### src/rtl/sd_pkg.sv
`default_nettype none
// ============================================================================
// Module      : sd_pkg
// Description : Shared constants and state encoding for the SD block
//               Wishbone transfer stage.
// Revision    : 1.0 - initial release
// ============================================================================
package sd_pkg;

  localparam int SD_WORDS_PER_BLOCK = 128;
  localparam int SD_WORD_BITS       = 7;   // log2(SD_WORDS_PER_BLOCK)
  localparam int SD_BLOCK_SHIFT     = 9;   // 512-byte blocks

  typedef enum logic [2:0] {
    ST_IDLE     = 3'd0,
    ST_RD_REQ   = 3'd1,
    ST_RD_DONE  = 3'd2,
    ST_WR_FETCH = 3'd3,
    ST_WR_REQ   = 3'd4,
    ST_WR_DONE  = 3'd5
  } sd_state_t;

endpackage
`default_nettype wire

### src/rtl/sd_sync_n.sv
`default_nettype none
// ============================================================================
// Module      : sd_sync_n
// Description : Flop-chain synchroniser for a single level signal.
//   clk   : destination clock
//   rst   : asynchronous active-high reset, clears the chain
//   i_d   : asynchronous input level
//   o_q   : synchronised level, STAGES cycles later
// Revision    : 1.0 - initial release
// ============================================================================
module sd_sync_n #(
  parameter int STAGES = 3
) (
  input  logic clk,
  input  logic rst,
  input  logic i_d,
  output logic o_q
);

  logic [STAGES-1:0] r_chain;

  generate
    if (STAGES == 1) begin : g_single
      always_ff @(posedge clk or posedge rst) begin
        if (rst) r_chain <= '0;
        else     r_chain <= i_d;
      end
    end else begin : g_chain
      always_ff @(posedge clk or posedge rst) begin
        if (rst) r_chain <= '0;
        else     r_chain <= {r_chain[STAGES-2:0], i_d};
      end
    end
  endgenerate

  assign o_q = r_chain[STAGES-1];

endmodule
`default_nettype wire

### src/rtl/sd_wb_xfer.sv
`default_nettype none
// ============================================================================
// Module      : sd_wb_xfer
// Description : Wishbone master moving 128-word SD blocks between Wishbone
//               space and the read/write buffer BRAMs of the sector manager.
//   clk_50, reset          : Wishbone/BRAM clock, async active-high reset
//   ext_read_*             : block-read handshake (act/addr in, go out, stop in)
//   ext_write_*            : block-write handshake (act/addr in, done out)
//   bram_rd_ext_*          : read-buffer fill port (addr/wren/data)
//   bram_wr_ext_addr/_q    : write-buffer drain port, q has 1-cycle latency
//   wb_*                   : Wishbone classic master
//   xfer_err               : sticky bus-error flag, cleared only by reset
// Revision    : 1.0 - initial release
// ============================================================================
module sd_wb_xfer
  import sd_pkg::*;
#(
  parameter logic [31:0] BASE_ADDR   = 32'h0000_0000,
  parameter int          SYNC_STAGES = 3
) (
  input  logic        clk_50,
  input  logic        reset,
  input  logic        ext_read_act,
  input  logic [31:0] ext_read_addr,
  input  logic        ext_read_stop,
  output logic        ext_read_go,
  input  logic        ext_write_act,
  input  logic [31:0] ext_write_addr,
  output logic        ext_write_done,
  output logic [6:0]  bram_rd_ext_addr,
  output logic        bram_rd_ext_wren,
  output logic [31:0] bram_rd_ext_data,
  output logic [6:0]  bram_wr_ext_addr,
  input  logic [31:0] bram_wr_ext_q,
  output logic [31:0] wb_adr_o,
  output logic [31:0] wb_dat_o,
  input  logic [31:0] wb_dat_i,
  output logic        wb_we_o,
  output logic [3:0]  wb_sel_o,
  output logic        wb_cyc_o,
  output logic        wb_stb_o,
  input  logic        wb_ack_i,
  input  logic        wb_err_i,
  output logic        xfer_err
);

  logic w_rd_act;
  logic w_rd_stop;
  logic w_wr_act;

  sd_sync_n #(.STAGES(SYNC_STAGES)) u_sync_rd_act (
    .clk (clk_50), .rst (reset), .i_d (ext_read_act),  .o_q (w_rd_act)
  );
  sd_sync_n #(.STAGES(SYNC_STAGES)) u_sync_rd_stop (
    .clk (clk_50), .rst (reset), .i_d (ext_read_stop), .o_q (w_rd_stop)
  );
  sd_sync_n #(.STAGES(SYNC_STAGES)) u_sync_wr_act (
    .clk (clk_50), .rst (reset), .i_d (ext_write_act), .o_q (w_wr_act)
  );

  sd_state_t                 r_state;
  logic [31:0]               r_blk;
  logic [SD_WORD_BITS-1:0]   r_word;
  logic                      r_cyc;
  logic                      r_stb;
  logic                      r_we;
  logic                      r_go;
  logic                      r_done;
  logic                      r_err;
  logic                      r_wren;
  logic [SD_WORD_BITS-1:0]   r_rd_addr;
  logic [31:0]               r_rd_data;
  logic [31:0]               r_dat_o;

  logic [31:0] w_adr;
  logic        w_last;
  logic        w_beat_end;

  // Byte address of the current word; 32-bit arithmetic wraps naturally.
  assign w_adr      = BASE_ADDR + (r_blk << SD_BLOCK_SHIFT)
                    + {{(30-SD_WORD_BITS){1'b0}}, r_word, 2'b00};
  assign w_last     = (r_word == SD_WORD_BITS'(SD_WORDS_PER_BLOCK - 1));
  // A beat terminates on ack or err, but only while strobe is really out.
  assign w_beat_end = r_stb & (wb_ack_i | wb_err_i);

  always_ff @(posedge clk_50 or posedge reset) begin
    if (reset) begin
      r_state   <= ST_IDLE;
      r_blk     <= '0;
      r_word    <= '0;
      r_cyc     <= 1'b0;
      r_stb     <= 1'b0;
      r_we      <= 1'b0;
      r_go      <= 1'b0;
      r_done    <= 1'b0;
      r_err     <= 1'b0;
      r_wren    <= 1'b0;
      r_rd_addr <= '0;
      r_rd_data <= '0;
      r_dat_o   <= '0;
    end else begin
      r_wren <= 1'b0;
      case (r_state)
        ST_IDLE: begin
          if (w_rd_act) begin
            r_blk   <= ext_read_addr;
            r_word  <= '0;
            r_cyc   <= 1'b1;
            r_stb   <= 1'b1;
            r_we    <= 1'b0;
            r_state <= ST_RD_REQ;
          end else if (w_wr_act && !r_done) begin
            r_blk   <= ext_write_addr;
            r_word  <= '0;
            r_state <= ST_WR_FETCH;
          end
        end

        ST_RD_REQ: begin
          if (w_beat_end) begin
            // Strobe idles one cycle while the word lands in the buffer.
            r_stb     <= 1'b0;
            r_wren    <= 1'b1;
            r_rd_addr <= r_word;
            r_rd_data <= wb_err_i ? 32'd0 : wb_dat_i;
            if (wb_err_i) r_err <= 1'b1;
            if (w_last) begin
              r_cyc   <= 1'b0;
              r_go    <= 1'b1;
              r_state <= ST_RD_DONE;
            end else begin
              r_word  <= r_word + 1'b1;
            end
          end else begin
            r_stb <= 1'b1;
          end
        end

        ST_RD_DONE: begin
          // go drops on stop; leave only once both stop and act are low.
          if (r_go) begin
            if (w_rd_stop) r_go <= 1'b0;
          end else if (!w_rd_stop && !w_rd_act) begin
            r_state <= ST_IDLE;
          end
        end

        ST_WR_FETCH: begin
          // bram_wr_ext_addr follows r_word; q is valid next cycle.
          r_state <= ST_WR_REQ;
        end

        ST_WR_REQ: begin
          if (!r_stb) begin
            r_dat_o <= bram_wr_ext_q;
            r_cyc   <= 1'b1;
            r_stb   <= 1'b1;
            r_we    <= 1'b1;
          end else if (w_beat_end) begin
            r_stb <= 1'b0;
            if (wb_err_i) r_err <= 1'b1;
            if (w_last) begin
              r_cyc   <= 1'b0;
              r_we    <= 1'b0;
              r_done  <= 1'b1;
              r_state <= ST_WR_DONE;
            end else begin
              r_word  <= r_word + 1'b1;
              r_state <= ST_WR_FETCH;
            end
          end
        end

        ST_WR_DONE: begin
          if (!w_wr_act) begin
            r_done  <= 1'b0;
            r_state <= ST_IDLE;
          end
        end

        default: r_state <= ST_IDLE;
      endcase
    end
  end

  assign ext_read_go      = r_go;
  assign ext_write_done   = r_done;
  assign xfer_err         = r_err;
  assign bram_rd_ext_addr = r_rd_addr;
  assign bram_rd_ext_wren = r_wren;
  assign bram_rd_ext_data = r_rd_data;
  assign bram_wr_ext_addr = r_word;
  assign wb_adr_o         = r_cyc ? w_adr : 32'd0;
  assign wb_sel_o         = r_cyc ? 4'hF : 4'h0;
  assign wb_dat_o         = r_dat_o;
  assign wb_we_o          = r_we;
  assign wb_cyc_o         = r_cyc;
  assign wb_stb_o         = r_stb;

endmodule
`default_nettype wire

### config.mk
export PLATFORM = sky130hd
export DESIGN_NAME = sd_wb_xfer
export DESIGN_NICKNAME = d
export VERILOG_FILES = /design/src/rtl/sd_pkg.sv /design/src/rtl/sd_sync_n.sv /design/src/rtl/sd_wb_xfer.sv
export SDC_FILE = /design/constraint.sdc
export NUM_CORES = 1
export LEC_CHECK = 0
export ABC_CLOCK_PERIOD_IN_PS = 4850
export BUFFER_PORTS_ARGS = -buffer_cell sky130_fd_sc_hd__buf_4
export CAP_MARGIN = 20
export CORE_ASPECT_RATIO = 0.8
export CORE_MARGIN = 1
export CORE_UTILIZATION = 48
export CTS_BUF_LIST = sky130_fd_sc_hd__clkbuf_4
export CTS_CLUSTER_DIAMETER = 60
export DETAILED_ROUTE_END_ITERATION = 10
export PLACE_DENSITY = 0.81
export SLEW_MARGIN = 40
export SYNTH_ARGS = -nofsm -noshare
export SYNTH_HDL_FRONTEND = slang
export SYNTH_SLANG_ARGS = --single-unit
export TNS_END_PERCENT = 50
### constraint.sdc
create_clock -name clk_50 -period 4.85 [get_ports clk_50]
set_input_delay 0.2425 -clock clk_50 [delete_from_list [all_inputs] [get_ports clk_50]]
set_output_delay 0.2425 -clock clk_50 [all_outputs]
set_load 0.05 [all_outputs]
==> results of run 1 <==
final cells by class:
type | count | area share
well taps | 144 | 0.0221
inverters | 8 | 0.00460
multi-input cells | 325 | 0.261
clock buffers | 19 | 0.0175
repair buffers | 313 | 0.310
diodes | 1 | 0.000307
flip-flops and latches | 120 | 0.368
clock inverters | 11 | 0.0163
routing by layer:
metal / global-route usage / wire, µm / up-vias
li1: - / - / 2232
met1: 0.290 / 5640 / 2245
met5: 0 / 0 / -
met3: 0.0598 / 737 / 23
met4: 0.121 / 264 / 0
met2: 0.420 / 7330 / 159
Yosys cell counts, drive strengths merged, types with 2 or more instances:
library cell,n,share of area
o21ai,62,0.058
mux2,33,0.070
clkbuf,10,0.0070
nand2b,40,0.047
mux2i,29,0.054
a211oi,6,0.012
nand3,4,0.0037
nand2,82,0.058
a22o,2,0.0033
a31o,3,0.0066
a21oi,5,0.0075
dfrtp,120,0.56
and2,30,0.035
buf,26,0.028
nor2,7,0.0054
inv,8,0.0056
kinds of logic after synthesis:
group / after synthesis / share of synthesized area
DFF: 120 / 0.562
other: 1 / 0.000702
adders and majority gates: 1 / 0.00234
muxes: 62 / 0.125
and+or+nand+nor: 169 / 0.160
buffers and inverters: 44 / 0.0410
AOI/OAI and AO/OA: 91 / 0.110
power groups by stage:
stage / combinational, mW / sequential, mW / clock [mW]
floorplan: 1.31 / 2.47 / 0
global placement: 2.96 / 1.62 / 0
detailed placement: 3.03 / 1.65 / 0
CTS: 3.08 / 1.63 / 0.726
global route: 3.26 / 1.69 / 0.767
finish: 3.08 / 1.64 / 0.705
worst max-delay path, stage by stage, from the launching register on:
cell	delay [ns]
dfrtp_1	0.68
and2b_1	0.28
nand3_2	0.08
buf_4	0.50
inv_1	0.28
a22o_1	0.26
worst paths after layout:
| path | start | endpoint | slack [ns] | cells past startpoint |
|---|---|---|---|---|
| hold reg to reg | u_sync_rd_stop.r_chain[1] | u_sync_rd_stop.r_chain[2] | 0.36 | 0 |
| setup reg to reg | r_state[2] | ext_read_go | 2.64 | 5 |
| setup / recovery | r_state[2] | ext_read_go | 2.64 | 5 |
| min in group asynchronous | reset | wb_dat_o[19] | 0.42 | 3 |
| max in group asynchronous | reset | wb_cyc_o | 3.53 | 4 |
| hold / removal | ext_write_addr[1] | r_blk[1] | 0.04 | 3 |
timing repair:
| action | 4_1_cts | 5_1_grt |
|---|---|---|
| hold buffers | 72 | 1 |
| hold endpoints to repair | 157 | 1 |
| buffers inserted | 0 | 0 |
| resized for setup | 0 | 0 |
through the flow:
stage           util  cells  instance area [µm²]  hold WS (ns)  setup WS [ns]
4_1_cts        0.751    939                 8140      0.000545           2.66
3_3_place_gp   0.659    837                 7150         0.334           2.72
3_5_place_dp   0.659    837                 7150         0.336           2.67
6_report       0.752    941                 8160        0.0432           2.64
5_1_grt        0.752    941                 8160       0.00459           2.48
2_1_floorplan      -    489                 5350         0.274           1.42
flip-flops by register name (all words and copies together), names as in the netlist:
| name | flops |
|---|---|
| bram_rd_ext_data | 32 |
| wb_dat_o | 32 |
| r_blk | 23 |
| bram_rd_ext_addr | 7 |
| bram_wr_ext_addr | 7 |
| r_state | 3 |
| u_sync_rd_act.r_chain | 3 |
| u_sync_rd_stop.r_chain | 3 |
| u_sync_wr_act.r_chain | 3 |
| bram_rd_ext_wren | 1 |
| ext_read_go | 1 |
| ext_write_done | 1 |
| wb_cyc_o | 1 |
| wb_stb_o | 1 |
| wb_we_o | 1 |
| xfer_err | 1 |
==> metrics.txt, run 1 <==
# TYPE chip_impl_metric gauge
chip_impl_info{name="layout.cells.most_common",value="buf_4"} 1
chip_impl_metric{name="cts_made_buffers",unit=""} 17
chip_impl_metric{name="ys_ff_latch",unit=""} 120
chip_impl_metric{name="finalNetCount",unit=""} 921
chip_impl_metric{name="skew",unit="ns"} 0.0156
chip_impl_metric{name="synth_edf_count",unit=""} 0
chip_impl_metric{name="gp_congestion",unit=""} 0.797
chip_impl_metric{name="p_comb_frac",unit=""} 0.567
chip_impl_metric{name="pwr-share-seq",unit=""} 0.303
chip_impl_metric{name="ratio_of_cells_with_drive_above_1_in_the_final_layout",unit=""} 0.396
chip_impl_metric{name="drt_pass1_iterations",unit=""} 4
chip_impl_metric{name="worst_setup_hold_path_clk_slew",unit="ns"} 0.10
chip_impl_metric{name="worst_case_headroom_to_the_max_slew_limit",unit=""} 0.585
chip_impl_info{name="unrepaired_setup_endpoints_after_global_routing",value="false"} 1
chip_impl_metric{name="synthesis.instances",unit=""} 488
chip_impl_metric{name="timing.critical_path.arrival",unit="ns"} 2.60
chip_impl_info{name="root_buffer",value="clkbuf_4"} 1
chip_impl_metric{name="die_w",unit="µm"} 120
chip_impl_metric{name="ioPinCount",unit=""} 256
chip_impl_info{name="critical_path.endpoint_type",value="register"} 1
chip_impl_info{name="criticalPathCategory",value="register to register"} 1
chip_impl_info{name="layout_common_cells",value="buf_4, dfrtp_1, nand2_1"} 1
chip_impl_metric{name="worst_slew_pin_slew",unit="ns"} 0.622
chip_impl_metric{name="groute.usage.overall",unit=""} 0.245
chip_impl_metric{name="share_clk_of_total_power",unit=""} 0.130
chip_impl_metric{name="p_total",unit="mW"} 5.42
chip_impl_metric{name="async_reset_ff_frac",unit=""} 1.00
chip_impl_metric{name="drt-wirelength-per-cell",unit="µm"} 14.8
chip_impl_metric{name="gr-total-overflow",unit=""} 0
chip_impl_metric{name="power-per-cell-area",unit="nW/µm²"} 665
chip_impl_info{name="tritoncts",value="built"} 1
chip_impl_metric{name="start_util",unit=""} 0.492
chip_impl_metric{name="ctsHtreeMaxLevel",unit=""} 4
chip_impl_metric{name="setup_failing_eps_final",unit=""} 0
chip_impl_metric{name="multi_input_logic_area",unit="µm²"} 2130
chip_impl_info{name="hp-class",value="input port to register"} 1
chip_impl_metric{name="grt_antenna_before_repair",unit=""} 1
chip_impl_metric{name="initial_detailed_routing_violation_count",unit=""} 189
chip_impl_metric{name="synth-seq-area-share",unit=""} 0.562
chip_impl_metric{name="peakVddDrop",unit="µV"} 410
chip_impl_metric{name="clockBufferDepth",unit=""} 2
chip_impl_metric{name="post-route-drc-count",unit=""} 0
chip_impl_info{name="critical_path.startpoint_type",value="register"} 1
chip_impl_metric{name="grt_max_degree",unit=""} 88
chip_impl_metric{name="total_count_of_max_transition_violations_in_the_final_report",unit=""} 0
chip_impl_metric{name="final.period_utilization",unit=""} 0.456
chip_impl_metric{name="netlist_area",unit="µm²"} 5340
chip_impl_metric{name="power_report.internal_total",unit="mW"} 2.69
chip_impl_info{name="dominantRegCellSynth",value="dfrtp_1"} 1
chip_impl_metric{name="maxCapViolCount",unit=""} 0
chip_impl_info{name="outcome",value="finished clean"} 1
chip_impl_metric{name="final-seq-area",unit="µm²"} 3000
chip_impl_metric{name="required",unit="ns"} 5.24
chip_impl_metric{name="clkSinkCount",unit=""} 120
chip_impl_metric{name="first_global_vias",unit=""} 4597
chip_impl_metric{name="ant_nets",unit=""} 0
chip_impl_metric{name="fp-row-count",unit=""} 34
chip_impl_metric{name="power_leakage",unit="nW"} 4.11
chip_impl_metric{name="yosys_warnings",unit=""} 0
chip_impl_metric{name="core_area",unit="µm²"} 10800
chip_impl_metric{name="hold_vio_cnt_final",unit=""} 0
chip_impl_metric{name="final_worst_path_period_need",unit="ns"} 2.21
chip_impl_metric{name="num_vias",unit=""} 4659
chip_impl_metric{name="die_h",unit="µm"} 96.4
chip_impl_metric{name="switching_share",unit=""} 0.503
chip_impl_metric{name="total_negative_slack",unit="ns"} 0
chip_impl_metric{name="first_pass_grt_wire_length",unit="µm"} 21800
chip_impl_metric{name="power_switching",unit="mW"} 2.73
chip_impl_metric{name="upper_clock_frequency_limit",unit="MHz"} 453
chip_impl_metric{name="syn_avg_cell_area",unit="µm²"} 10.9
chip_impl_metric{name="detail_route.wirelength",unit="µm"} 14000
chip_impl_metric{name="yosysUniqueCellTypes",unit=""} 48
chip_impl_metric{name="port_buffers",unit=""} 235
chip_impl_metric{name="worstSkewPairLatency",unit="ns"} 0.49
chip_impl_metric{name="fillers",unit=""} 742
chip_impl_metric{name="worstPathMaxFanout",unit=""} 74
chip_impl_metric{name="floorplan.die_area",unit="µm²"} 11600
chip_impl_metric{name="dp_hpwl",unit="µm"} 8840
chip_impl_metric{name="area_growth_syn_to_layout",unit="%"} 52.8
chip_impl_metric{name="via_per_inst",unit=""} 4.95
Note: power is estimated with default switching activity, not from simulation.
==> run 2: changes to the inputs <==
Settings changed: ABC_CLOCK_PERIOD_IN_PS 4850 to 2200.
Clock period 4.85 ns to 2.2 ns, I/O delays scaled along.
==> run 2 against run 1 <==
Net effect: worst setup slack got worse by 2.4 ns; combinational power grew 130%; first-iteration DRC count is 30% higher; routed wire length increased by 11%; power is 120% higher; critical path type unchanged; critical endpoint is now bram_rd_ext_data[1]; register-to-register slack got worse by 2.4 ns; sequential share of layout area is 2.0 points lower; die area is the same; clock-buffer cell count increased by 1; clock skew up 0.0033 ns; final cell count is 5.2% higher; cell area grew 5.7%.
==> metrics.txt, run 2 (synthesis gave the netlist of run 1 again) <==
# TYPE chip_impl_metric gauge
chip_impl_info{name="outcome",value="finished clean"} 1
chip_impl_metric{name="detail_route.wirelength",unit="µm"} 15500
chip_impl_metric{name="power_leakage",unit="nW"} 4.31
chip_impl_metric{name="total_negative_slack",unit="ns"} 0
chip_impl_metric{name="via_per_inst",unit=""} 5.02
chip_impl_info{name="layout_common_cells",value="buf_4, dfrtp_1, dlygate4sd3_1"} 1
chip_impl_metric{name="grt_max_degree",unit=""} 121
chip_impl_metric{name="clockBufferDepth",unit=""} 2
chip_impl_metric{name="drt_pass1_iterations",unit=""} 5
chip_impl_metric{name="grt_antenna_before_repair",unit=""} 1
chip_impl_info{name="tritoncts",value="built"} 1
chip_impl_metric{name="final_worst_path_period_need",unit="ns"} 1.96
chip_impl_metric{name="worst_slew_pin_slew",unit="ns"} 0.616
chip_impl_metric{name="initial_detailed_routing_violation_count",unit=""} 245
chip_impl_metric{name="worst_hold_path.num_cells",unit=""} 2
chip_impl_metric{name="share_clk_of_total_power",unit=""} 0.123
chip_impl_metric{name="first_pass_grt_wire_length",unit="µm"} 24300
chip_impl_info{name="criticalPathCategory",value="register to register"} 1
chip_impl_metric{name="die_w",unit="µm"} 120
chip_impl_metric{name="setup_failing_eps_final",unit=""} 0
chip_impl_metric{name="post-route-drc-count",unit=""} 0
chip_impl_metric{name="required",unit="ns"} 2.63
chip_impl_metric{name="hold_vio_cnt_final",unit=""} 0
chip_impl_metric{name="finalHoldWorstSlack",unit="ns"} 0.0789
chip_impl_info{name="whs_endpoint",value="xfer_err"} 1
chip_impl_metric{name="stdcell_count",unit=""} 990
chip_impl_info{name="unrepaired_setup_endpoints_after_global_routing",value="false"} 1
chip_impl_info{name="holdCritStartpoint",value="wb_err_i"} 1
chip_impl_metric{name="ant_nets",unit=""} 0
chip_impl_info{name="critical_path.endpoint_type",value="register"} 1
chip_impl_metric{name="num_vias",unit=""} 4965
chip_impl_metric{name="worstPathMaxFanout",unit=""} 33
chip_impl_metric{name="floorplan.die_area",unit="µm²"} 11600
chip_impl_info{name="root_buffer",value="clkbuf_4"} 1
chip_impl_metric{name="timing.final.ws_setup",unit="ns"} 0.242
chip_impl_info{name="timing.critical_path.slowest_stage_cell",value="dfrtp_1"} 1
chip_impl_metric{name="ioPinCount",unit=""} 256
chip_impl_metric{name="total_count_of_max_transition_violations_in_the_final_report",unit=""} 0
chip_impl_info{name="setup.worst_path.start",value="r_state[0]"} 1
chip_impl_metric{name="power_switching",unit="mW"} 6.15
chip_impl_metric{name="upper_clock_frequency_limit",unit="MHz"} 511
chip_impl_metric{name="worstSkewPairLatency",unit="ns"} 0.53
chip_impl_info{name="crit-reg2reg-launch",value="r_state[0]"} 1
chip_impl_metric{name="start_util",unit=""} 0.492
chip_impl_metric{name="post-cts-setup-buffers",unit=""} 0
chip_impl_metric{name="ctsHtreeMaxLevel",unit=""} 4
chip_impl_metric{name="reg2reg_depth",unit=""} 4
chip_impl_metric{name="cts_made_buffers",unit=""} 17
chip_impl_metric{name="timing.critical_path.arrival",unit="ns"} 2.38
chip_impl_metric{name="groute.usage.overall",unit=""} 0.275
chip_impl_metric{name="p_total",unit="mW"} 12.1
chip_impl_metric{name="final.period_utilization",unit=""} 0.890
chip_impl_metric{name="pwr-share-seq",unit=""} 0.299
chip_impl_metric{name="core_area",unit="µm²"} 10800
chip_impl_metric{name="critPathMaxStageDelay",unit="ns"} 0.71
chip_impl_metric{name="switching_share",unit=""} 0.507
chip_impl_metric{name="first_global_vias",unit=""} 5146
chip_impl_info{name="critical_path.startpoint_type",value="register"} 1
chip_impl_metric{name="place_inst",unit=""} 842
chip_impl_metric{name="power-per-cell-area",unit="nW/µm²"} 1410
chip_impl_metric{name="gp_congestion",unit=""} 0.804
chip_impl_metric{name="p_comb_frac",unit=""} 0.578
chip_impl_metric{name="ratio_of_cells_with_drive_above_1_in_the_final_layout",unit=""} 0.379
chip_impl_metric{name="power_report.internal_total",unit="mW"} 5.97
chip_impl_metric{name="rrSetupSlack",unit="ns"} 0.24
chip_impl_metric{name="port_buffers",unit=""} 235
chip_impl_info{name="worst_reg2reg_endpoint",value="bram_rd_ext_data[1]"} 1
chip_impl_metric{name="finalNetCount",unit=""} 968
chip_impl_metric{name="die_h",unit="µm"} 96.4
chip_impl_info{name="hp-class",value="input port to register"} 1
chip_impl_metric{name="clkSinkCount",unit=""} 120
chip_impl_metric{name="maxCapViolCount",unit=""} 0
chip_impl_metric{name="gr-total-overflow",unit=""} 0
chip_impl_metric{name="post_cts.resized_instances",unit=""} 0
chip_impl_metric{name="fp-row-count",unit=""} 34
chip_impl_metric{name="crit_buf_inv",unit=""} 1
chip_impl_metric{name="worst_case_headroom_to_the_max_slew_limit",unit=""} 0.590
chip_impl_info{name="cpLargestDelayFamily",value="flip-flops"} 1
chip_impl_info{name="layout.cells.most_common",value="buf_4"} 1
chip_impl_info{name="path_cells",value="and2b_1, nand3_2, buf_4, o21ai_0"} 1
chip_impl_metric{name="worst_setup_hold_path_clk_slew",unit="ns"} 0.10
chip_impl_metric{name="area_growth_syn_to_layout",unit="%"} 61.4
chip_impl_metric{name="dp_hpwl",unit="µm"} 8990
chip_impl_metric{name="placement.setup.worst_slack",unit="ns"} 0.296
chip_impl_metric{name="peakVddDrop",unit="µV"} 861
chip_impl_metric{name="skew",unit="ns"} 0.0189
chip_impl_metric{name="drt-wirelength-per-cell",unit="µm"} 15.7
==> run 2: cell types whose count changed in the layout (fill, tap and decap cells not counted), moves of 2 or more <==
cell / before / now
dlygate4sd3_1: 73 / 115
buf_4: 240 / 243
clkinv_2: 4 / 6
buf_12: 0 / 2
==> run 2: timing repair <==
item / 4_1_cts / 5_1_grt
hold buffers: 115 / 0
endpoints found under the setup margin: 0 / 0
hold endpoints to repair: 211 / 0
==> run 2: worst max-delay path by stage <==
| stage | end | slack, ns | cells past startpoint |
|---|---|---|---|
| 5_1_grt | bram_rd_ext_data[1] | 0.09 | 4 |
| 2_1_floorplan | wb_we_o | 0.31 | 5 |
| 3_5_place_dp | bram_rd_ext_data[1] | 0.30 | 5 |
| 4_1_cts | bram_rd_ext_data[1] | 0.27 | 4 |
| 3_3_place_gp | bram_rd_ext_data[7] | 0.39 | 5 |
| 6_report | bram_rd_ext_data[1] | 0.24 | 4 |
==> run 2: power by group through the flow <==
stage | Combinational [mW] | Clock, mW | Sequential (mW)
CTS | 6.94 | 1.51 | 3.59
global placement | 6.63 | 0 | 3.58
global route | 7.42 | 1.63 | 3.73
detailed placement | 6.75 | 0 | 3.63
floorplan | 2.90 | 0 | 5.44
finish | 7.00 | 1.49 | 3.63
==> run 2: layout make-up <==
cell class                 instances  area (µm²)
fill                             660        2230
inverter                           8        33.8
antenna                            1        2.50
multi-input combinational        325        2130
clock buffer                      20         150
tap                              144         180
sequential                       120        3000
clock inverter                    12         109
timing repair buffer             360        3020
==> run 2: metrics by stage <==
stage | utilization | cell area, µm²
2_1_floorplan | - | 5350
3_3_place_gp | 0.665 | 7210
3_5_place_dp | 0.665 | 7210
4_1_cts | 0.795 | 8620
5_1_grt | 0.795 | 8620
6_report | 0.795 | 8620
==> run 2: metal layers <==
metal | track usage | routed length (µm)
met1 | 0.311 | 6090
met5 | 0 | 0
met3 | 0.0586 | 798
met2 | 0.489 | 8130
met4 | 0.154 | 527
==> run 3: changes to the inputs <==
Settings changed: SYNTH_HIERARCHICAL set to 1.
==> run 3 against run 2 <==
Net effect: global-route usage grew 2.8 points; largest power group unchanged; clock power grew 19%; critical path type unchanged; die area shrank 1.2%; highest routed layer unchanged; flip-flop and latch count is the same; routed wire length grew 9.0%; largest cell class unchanged; cell area grew 0.52%.
==> metrics.txt, run 3 <==
# TYPE chip_impl_metric gauge
chip_impl_metric{name="power_leakage",unit="nW"} 4.28
chip_impl_metric{name="grt_max_degree",unit=""} 55
chip_impl_metric{name="clockBufferDepth",unit=""} 2
chip_impl_info{name="critical_path.startpoint_type",value="register"} 1
chip_impl_metric{name="p_total",unit="mW"} 12.8
chip_impl_metric{name="async_reset_ff_frac",unit=""} 1.00
chip_impl_metric{name="fillers",unit=""} 590
chip_impl_info{name="outcome",value="finished clean"} 1
chip_impl_metric{name="final_worst_path_period_need",unit="ns"} 1.99
chip_impl_metric{name="final.period_utilization",unit=""} 0.906
chip_impl_metric{name="peakVddDrop",unit="µV"} 838
chip_impl_metric{name="netlist_area",unit="µm²"} 5280
chip_impl_info{name="whs_endpoint",value="wb_we_o"} 1
chip_impl_metric{name="hold_vio_cnt_final",unit=""} 0
chip_impl_metric{name="worstPathMaxFanout",unit=""} 10
chip_impl_metric{name="dp_hpwl",unit="µm"} 9760
chip_impl_metric{name="first_global_vias",unit=""} 5259
chip_impl_metric{name="reg2reg_depth",unit=""} 7
chip_impl_info{name="hp-class",value="input port to register"} 1
chip_impl_metric{name="via_per_inst",unit=""} 5.14
chip_impl_metric{name="fp-row-count",unit=""} 33
chip_impl_info{name="worst_reg2reg_endpoint",value="bram_wr_ext_addr[3]"} 1
chip_impl_metric{name="syn_avg_cell_area",unit="µm²"} 10.6
chip_impl_metric{name="ioPinCount",unit=""} 256
chip_impl_metric{name="ctsHtreeMaxLevel",unit=""} 4
chip_impl_metric{name="drt-wirelength-per-cell",unit="µm"} 17.0
chip_impl_metric{name="clkSinkCount",unit=""} 120
chip_impl_metric{name="post_cts.resized_instances",unit=""} 0
chip_impl_info{name="dominantRegCellSynth",value="dfrtp_1"} 1
chip_impl_metric{name="required",unit="ns"} 2.63
chip_impl_info{name="layout_common_cells",value="buf_4, dfrtp_1, dlygate4sd3_1"} 1
chip_impl_info{name="tritoncts",value="built"} 1
chip_impl_metric{name="maxCapViolCount",unit=""} 0
chip_impl_metric{name="timing.critical_path.arrival",unit="ns"} 2.42
chip_impl_info{name="holdCritStartpoint",value="wb_ack_i"} 1
chip_impl_info{name="netlist.top_cell.by_area",value="dfrtp_1"} 1
chip_impl_metric{name="worst_case_headroom_to_the_max_slew_limit",unit=""} 0.534
chip_impl_metric{name="skew",unit="ns"} 0.0146
chip_impl_info{name="yosys-top-cells-count",value="dfrtp_1, nand2_1, o21ai_0"} 1
chip_impl_metric{name="worst_setup_hold_path_clk_slew",unit="ns"} 0.10
chip_impl_info{name="crit-reg2reg-launch",value="bram_wr_ext_addr[1]"} 1
chip_impl_info{name="ys_top_cells_by_area",value="dfrtp_1, mux2_2, nand2_1, o21ai_0, mux2i_1"} 1
chip_impl_metric{name="synth_largest_type_area_fraction",unit=""} 0.569
chip_impl_metric{name="gr-total-overflow",unit=""} 0
chip_impl_metric{name="first_pass_grt_wire_length",unit="µm"} 26100
chip_impl_info{name="root_buffer",value="clkbuf_4"} 1
chip_impl_metric{name="finalNetCount",unit=""} 980
chip_impl_metric{name="ratio_of_cells_with_drive_above_1_in_the_final_layout",unit=""} 0.372
chip_impl_metric{name="ys_ff_latch",unit=""} 120
chip_impl_info{name="criticalPathCategory",value="register to register"} 1
chip_impl_metric{name="power-per-cell-area",unit="nW/µm²"} 1470
chip_impl_metric{name="drt_pass1_iterations",unit=""} 4
chip_impl_metric{name="upper_clock_frequency_limit",unit="MHz"} 502
chip_impl_metric{name="total_negative_slack",unit="ns"} 0
chip_impl_metric{name="detail_route.wirelength",unit="µm"} 16900
chip_impl_metric{name="floorplan.die_area",unit="µm²"} 11400
chip_impl_metric{name="synth_edf_count",unit=""} 0
chip_impl_metric{name="total_count_of_max_transition_violations_in_the_final_report",unit=""} 0
chip_impl_metric{name="area_growth_syn_to_layout",unit="%"} 64.2
chip_impl_metric{name="synthesis.instances",unit=""} 496
chip_impl_metric{name="groute.usage.overall",unit=""} 0.303
chip_impl_metric{name="setup_failing_eps_final",unit=""} 0
chip_impl_metric{name="port_buffers",unit=""} 235
chip_impl_metric{name="core_area",unit="µm²"} 10500
chip_impl_metric{name="worst_slew_pin_slew",unit="ns"} 0.697
chip_impl_metric{name="initial_detailed_routing_violation_count",unit=""} 251
chip_impl_metric{name="cts_made_buffers",unit=""} 17
chip_impl_metric{name="start_util",unit=""} 0.503
chip_impl_metric{name="num_vias",unit=""} 5130
chip_impl_info{name="layout.cells.most_common",value="buf_4"} 1
chip_impl_metric{name="worstSkewPairLatency",unit="ns"} 0.51
chip_impl_metric{name="ant_nets",unit=""} 0
chip_impl_metric{name="rrSetupSlack",unit="ns"} 0.21
chip_impl_info{name="synthMostInstantiatedCell",value="dfrtp_1"} 1
chip_impl_metric{name="worst_hold_path.num_cells",unit=""} 4
chip_impl_metric{name="die_h",unit="µm"} 95.8
chip_impl_metric{name="die_w",unit="µm"} 119
chip_impl_info{name="unrepaired_setup_endpoints_after_global_routing",value="false"} 1
chip_impl_metric{name="yosysUniqueCellTypes",unit=""} 46
chip_impl_metric{name="gp_congestion",unit=""} 0.855
chip_impl_metric{name="post-route-drc-count",unit=""} 0
chip_impl_metric{name="yosys_warnings",unit=""} 6
chip_impl_metric{name="synth-seq-area-share",unit=""} 0.569
chip_impl_info{name="critical_path.endpoint_type",value="register"} 1
chip_impl_metric{name="grt_antenna_before_repair",unit=""} 0
[run 3: logic make-up (layout without fill, tap and decap cells)]
logic type               Yosys count  in the layout  share of synthesized area
AND/OR/NAND/NOR                  184            184                      0.169
flip-flops                       120            120                      0.569
AO/OA/AOI/OAI                     91             91                      0.102
multiplexers                      58             58                      0.118
buffers and inverters             41            401                     0.0391
adder cells (fa/ha/maj)            1              1                    0.00237
other                              1              3                   0.000711
[run 3: through the flow]
step / utilization / area [µm²] / setup WS [ns] / hold WS [ns] / cells
2_1_floorplan: - / 5290 / 0.0702 / -0.136 / 497
3_3_place_gp: 0.684 / 7180 / 0.293 / 0.0175 / 849
3_5_place_dp: 0.684 / 7180 / 0.230 / 0.0229 / 849
4_1_cts: 0.826 / 8660 / 0.208 / 0.0239 / 997
5_1_grt: 0.826 / 8660 / 0.0842 / 0.0416 / 997
6_report: 0.826 / 8670 / 0.207 / 0.0671 / 998
[run 3: final cells by class]
cell class / instances / area [µm²] / share of cell area
Timing Repair Buffer: 363 / 3050 / 0.352
Sequential cell: 120 / 3000 / 0.346
Multi-Input combinational cell: 336 / 2080 / 0.240
Antenna cell: 1 / 2.50 / 0.000289
Tap cell: 140 / 175 / 0.0202
Clock inverter: 15 / 199 / 0.0230
Clock buffer: 17 / 128 / 0.0147
Inverter: 6 / 26.3 / 0.00303
[run 3: critical path, stage by stage (launching register included)]
cell	delay, ns
dfrtp_1	0.46
ha_1	0.25
and3_1	0.21
a41oi_2	0.24
o211ai_2	0.10
buf_4	0.18
or3_1	0.34
a21boi_1	0.14
[run 3: routing by layer]
metal	part of all wire	global-route usage	vias up
met5	0	0	-
met3	0.064	0.0794	52
met1	0.38	0.336	2481
met4	0.038	0.167	0
met2	0.52	0.541	230
li1	-	-	2367
[run 3: where the power goes]
part	internal (mW)	switching, mW	leakage [nW]
clock	0.906	0.868	0.164
sequential	3.09	0.608	1.52
combinational	2.31	4.99	2.60
total	6.31	6.47	4.28
[run 3: worst max path at each step]
stage / from / endpoint / slack (ns)
2_1_floorplan: bram_wr_ext_addr[0] / bram_wr_ext_addr[5] / 0.07
3_3_place_gp: bram_wr_ext_addr[1] / bram_wr_ext_addr[3] / 0.29
3_5_place_dp: bram_wr_ext_addr[1] / bram_wr_ext_addr[5] / 0.23
4_1_cts: bram_wr_ext_addr[1] / bram_wr_ext_addr[3] / 0.21
5_1_grt: bram_wr_ext_addr[1] / bram_wr_ext_addr[3] / 0.08
6_report: bram_wr_ext_addr[1] / bram_wr_ext_addr[3] / 0.21
[run 3: timing repair]
item / CTS / global route
hold buffers: 116 / 0
setup buffers: 0 / 0
endpoints found under the hold margin: 127 / 0
endpoints found under the setup margin: 0 / 0
